===== config.mk =====
export PLATFORM = sky130hd
export DESIGN_NAME = ysyx_23060191_mc_ctrl
export DESIGN_NICKNAME = d
export VERILOG_FILES = /design/src/rtl/ysyx_23060191_mc_ctrl.sv
export SDC_FILE = /design/constraint.sdc
export NUM_CORES = 1
export LEC_CHECK = 0
export CORE_MARGIN = 2
export CORE_UTILIZATION = 41
export CTS_CLUSTER_DIAMETER = 50
export DETAILED_ROUTE_END_ITERATION = 8
export PLACE_DENSITY = 0.8
export SYNTH_ARGS = -nofsm -noshare
export SYNTH_HDL_FRONTEND = slang
export SYNTH_SLANG_ARGS = --single-unit
export TNS_END_PERCENT = 10

===== constraint.sdc =====
create_clock -name clk -period 3.6 [get_ports clk]
set_input_delay 0.72 -clock clk [delete_from_list [all_inputs] [get_ports clk]]
set_output_delay 0.72 -clock clk [all_outputs]
set_load 0.02 [all_outputs]

===== src/rtl/ysyx_23060191_mc_ctrl.sv =====
// Multi-cycle core sequencer: owns PC and the instruction register, and handshakes fetch and LSU requests.
// Optional wait-state watchdog is enabled with `define MC_CTRL_WATCHDOG_EN.
module ysyx_23060191_mc_ctrl #(
  parameter int              XLEN     = 32,
  parameter logic [XLEN-1:0] RESET_PC = XLEN'(32'h8000_0000),
  parameter int              CNT_W    = 32,
  parameter int              TIMEOUT  = 255
) (
  input  logic             clk,
  input  logic             rst,
  output logic             ifu_req_valid,
  input  logic             ifu_req_ready,
  output logic [XLEN-1:0]  ifu_req_addr,
  input  logic             ifu_rsp_valid,
  input  logic [31:0]      ifu_rsp_inst,
  output logic [31:0]      inst,
  input  logic             dec_is_load,
  input  logic             dec_is_store,
  input  logic             dec_wr_en_rd,
  input  logic             dec_ebreak,
  input  logic [XLEN-1:0]  next_pc,
  output logic             lsu_req_valid,
  input  logic             lsu_req_ready,
  input  logic             lsu_rsp_valid,
  output logic             gpr_wr_en,
  output logic [XLEN-1:0]  pc,
  output logic [CNT_W-1:0] retire_cnt,
  output logic             halted,
  output logic             err
);

  typedef enum logic [3:0] {
    S_RESET, S_IF_REQ, S_IF_WAIT, S_EXEC, S_MEM_REQ, S_MEM_WAIT, S_WB, S_HALT, S_ERR
  } state_e;

  state_e           state_q, state_d;
  logic [XLEN-1:0]  pc_q, pc_d;
  logic [31:0]      inst_q, inst_d;
  logic [CNT_W-1:0] cnt_q, cnt_d;
  logic             wait_st;
  logic             wd_fire;

  assign wait_st = (state_q == S_IF_REQ) || (state_q == S_IF_WAIT) ||
                   (state_q == S_MEM_REQ) || (state_q == S_MEM_WAIT);

`ifdef MC_CTRL_WATCHDOG_EN
  localparam logic WD_EN = 1'b1;
  localparam int   WD_W  = ($clog2(TIMEOUT+1) < 8) ? 8 : $clog2(TIMEOUT+1);
  logic [WD_W-1:0] wd_q, wd_d;

  // Fires on the cycle whose increment would reach TIMEOUT, so ERR follows exactly TIMEOUT wait cycles.
  assign wd_fire = wait_st && (wd_q == WD_W'(TIMEOUT-1));

  always_comb begin
    wd_d = wd_q;
    if (state_d != state_q) wd_d = '0;
    else if (wait_st)       wd_d = wd_q + 1'b1;
  end

  always_ff @(posedge clk or posedge rst) begin
    if (rst) wd_q <= '0;
    else     wd_q <= wd_d;
  end
`else
  localparam logic WD_EN = 1'b0;
  assign wd_fire = 1'b0;
`endif

  always_ff @(posedge clk or posedge rst) begin
    if (rst) state_q <= S_RESET;
    else     state_q <= state_d;
  end

  always_comb begin
    state_d = state_q;
    unique case (state_q)
      S_RESET:    state_d = S_IF_REQ;
      S_IF_REQ:   if (ifu_req_ready) state_d = S_IF_WAIT;
      S_IF_WAIT:  if (ifu_rsp_valid) state_d = S_EXEC;
      S_EXEC: begin
        if (dec_ebreak)                     state_d = S_HALT;
        else if (dec_is_load||dec_is_store) state_d = S_MEM_REQ;
        else                                state_d = S_WB;
      end
      S_MEM_REQ:  if (lsu_req_ready) state_d = S_MEM_WAIT;
      S_MEM_WAIT: if (lsu_rsp_valid) state_d = S_WB;
      S_WB:       state_d = S_IF_REQ;
      S_HALT:     state_d = S_HALT;
      S_ERR:      state_d = S_ERR;
      default:    state_d = S_RESET;
    endcase
    // A handshake completing on the last allowed cycle still wins over the timeout.
    if (wd_fire && (state_d == state_q)) state_d = S_ERR;
  end

  always_comb begin
    pc_d   = pc_q;
    inst_d = inst_q;
    cnt_d  = cnt_q;
    if ((state_q == S_IF_WAIT) && ifu_rsp_valid) inst_d = ifu_rsp_inst;
    if (state_q == S_WB) begin
      pc_d  = next_pc;
      cnt_d = cnt_q + 1'b1;
    end
  end

  always_ff @(posedge clk or posedge rst) begin
    if (rst) begin
      pc_q   <= RESET_PC;
      inst_q <= 32'h0000_0013;
      cnt_q  <= '0;
    end else begin
      pc_q   <= pc_d;
      inst_q <= inst_d;
      cnt_q  <= cnt_d;
    end
  end

  always_comb begin
    ifu_req_valid = (state_q == S_IF_REQ);
    ifu_req_addr  = pc_q;
    lsu_req_valid = (state_q == S_MEM_REQ);
    gpr_wr_en     = (state_q == S_WB) && dec_wr_en_rd && !dec_is_store;
    halted        = (state_q == S_HALT) || (state_q == S_ERR);
    err           = WD_EN && (state_q == S_ERR);
  end

  assign pc         = pc_q;
  assign inst       = inst_q;
  assign retire_cnt = cnt_q;

endmodule


==> run summary <==
vias per cell = 4.777
placed insts = 693
Pleak = 2.863 nW
PostCTS Resize Cnt = 0
Setup CP Type = reg -> out
clock sink count = 100
Setup TNS = 0 ps
synthesized flop and latch total = 100
area of the die = 0.01142 sq mm
crit path DAT = 2160 ps
post-route ant nets = 0
DP Wirelength = 8.152 mm
reg2reg start = state_q[2]
final hold slack = 484.9 ps
RSZ-0062 raised after global routing = no
Max FO, Critical Path = 12
layout cells sized above 1 = 10.30%
antenna violations before repair = 0
Row Count = 37
total gr overflow = 0
largest net degree at the start of global routing = 52
Setup crit end = gpr_wr_en
clock slew seen by the registers of the worst setup and hold paths = 80 ps
# nets final = 643
Mapped Nets = 471
Post-Syn Area = 0.004337 sq mm
Setup-failing EPs final = 0
relative slew slack = 56.83%
FF-to-FF path depth = 6
first-pass GRT wire length = 17.39 mm
root buf cell = clkbuf_8
cell count after synthesis = 396
Tcrit/Tclk final = 80.01%
Final min period = 2881 ps
vias in the first global route = 3558
Filler cells = 822
Chip Height = 106.8 um
Max Slew Vio Count = 0
hold crit path type = reg -> reg
Post-Layout Cell Count = 709
number of maximum-capacitance violations = 0
Crit. End Element = primary output
Area contributors post-synth = dfrtp_1 (55%), nand2_1 (9.8%), mux2_2 (8.3%)
Worst EP required = 2880 ps
Yosys warning count = 0
DRC = 0
power density over the cells = 808.0 mW/mm^2
final WL = 10.80 mm
worst reg2reg setup slack = 1030 ps
hold_buf cts = 0
dpl ws = 847.0 ps
Hold Vio Cnt, Final = 0
syn avg cell area = 10.95 sq um
Crit Reg-Reg Endpoint = retire_cnt[29]
Area Overhead vs Synth = 49.80%
Diodes inserted = 0
CP startpoint = state_q[0]
via count = 3387
Die X = 106.8 um
Synth area leader = dfrtp_1
routability-driven placement congestion ratio = 0.7941
Distinct cells, synth = 37
I/O pins = 207
post-synthesis sequential area ratio = 57.82%
postcts setup bufs = 0
CORE AREA = 0.01028 sq mm
status = finished clean
Final Power = 5.249 mW
Max VDD drop = 0.0004630 V
TritonCTS clock tree = done
Yosys top cell area share = 55.40%
Bufs on Longest Clock Path = 2
WL/cell = 15.24 um
DR pass1 iterations = 4
count of input and output buffers = 205
clock skew = 10.90 ps
hold path depth = 2
H-tree level count = 3
slew of the pin with the lowest slew margin = 641.6 ps
GRT Overall Usage = 19.32%
First DRT Iteration DRCs = 182
Worst setup SP type = flop
TritonCTS Buffers = 9
Peak Freq = 347.2 MHz
Setup WS post-layout = 719.5 ps
Initial Util = 42.20%
clk_lat worst skew = 350 ps
[metrics by stage]
| stage | cell area (sq um) | utilization (%) |
|---|---|---|
| 5_1_grt | 6496 | 63.21 |
| 3_3_place_gp | 6292 | 61.22 |
| 3_5_place_dp | 6292 | 61.22 |
| 6_report | 6496 | 63.21 |
| 4_1_cts | 6496 | 63.21 |
| 2_1_floorplan | 4337 | - |
[registers in the layout, indices dropped and copies added (netlist names)]
signal,cells
ifu_req_addr,32
inst,32
retire_cnt,32
state_q,4
[area by class of cell]
cell class,count,area (sq um),share of cell area [%]
clock buffers,13,158.9,2.446
clock inverters,3,45.04,0.6934
inverters,1,6.256,0.09630
multi-input cells,247,1514,23.31
flip-flops and latches,100,2507,38.60
well taps,136,170.2,2.619
repair buffers,209,2095,32.24
[critical path, stage by stage (launching register included)]
cell	delay (ps)
dfrtp_1	500
nand4bb_2	390
nor3b_1	260
clkdlybuf4s50_1	670
[cells in the final DEF (no fill, tap or decap), types with 2 or more instances in the layout]
cell type	instances
mux2i_1	2
nand2_1	113
clkbuf_1	2
xor2_1	11
and2_1	3
xnor2_1	20
nand3_1	14
nor3_1	7
o21ai_0	4
and4_1	2
clkbuf_8	11
dfrtp_1	96
dfstp_2	4
nor2b_1	2
nor4b_1	2
clkdlybuf4s50_1	205
nor4_1	2
buf_4	3
mux2_2	32
clkinvlp_4	2
nor2_1	7
nand4_1	9
and3_1	3
nand2b_1	2
[Yosys cell counts]
master	instances
nor4_1	2
nand2_1	113
or4_4	1
nand2b_1	2
nor4b_1	2
or3_1	1
nor4_4	1
mux2_2	32
ha_1	1
nor2b_1	2
mux2i_1	2
a21oi_1	1
nor3_1	7
xnor2_1	20
nand4_1	9
o21ai_0	4
conb_1	1
buf_6	1
o32ai_1	1
nand4bb_1	1
buf_4	34
nor2_1	7
and3_1	3
dfstp_2	4
dfrtp_1	96
nand3_1	14
buf_2	1
inv_1	1
and2_1	3
o21bai_1	1
clkbuf_1	7
a22oi_1	1
xor2_1	11
and4_1	2
nor3b_1	1
buf_1	5
and4bb_2	1
[how the worst min path moves through the flow]
stage / start / to / slack [ps]
after global placement: ifu_req_addr[31] / ifu_req_addr[31] / 460
final: ifu_req_addr[31] / ifu_req_addr[31] / 480
after CTS: retire_cnt[31] / retire_cnt[31] / 490
after detailed placement: retire_cnt[31] / retire_cnt[31] / 470
after floorplan: ifu_req_addr[31] / ifu_req_addr[31] / 500
after global routing: ifu_req_addr[31] / ifu_req_addr[31] / 520
[report_power, final]
group          internal, mW  switching (mW)  leakage, nW
logic                  1.34            1.34         1.51
clock network         0.360           0.364       0.0959
registers              1.54           0.309         1.26
total                  3.24            2.01         2.86
[per-layer routing]
layer | GRT usage, % | vias to the layer above | routed length (um)
li1 | - | 1607 | -
met1 | 22.65 | 1617 | 4294
met2 | 33.71 | 148 | 5441
met3 | 5.106 | 15 | 880
met4 | 7.699 | 0 | 187
met5 | 0 | - | 0
[logic make-up (layout without fill, tap and decap cells)]
kind of cell               count (synthesis)  after routing  share of synthesized area, %
muxes                                     34             34                         8.771
and+or+nand+nor                          172            172                         18.26
buffers and inverters                     49            226                         7.386
adders and majority gates                  1              1                        0.2885
other                                      1              1                       0.08647
DFF                                      100            100                         57.82
AOI/OAI and AO/OA                          8              8                         1.125
xor gates and xnor gates                  31             31                         6.261
(Power assumes the default switching activity.)
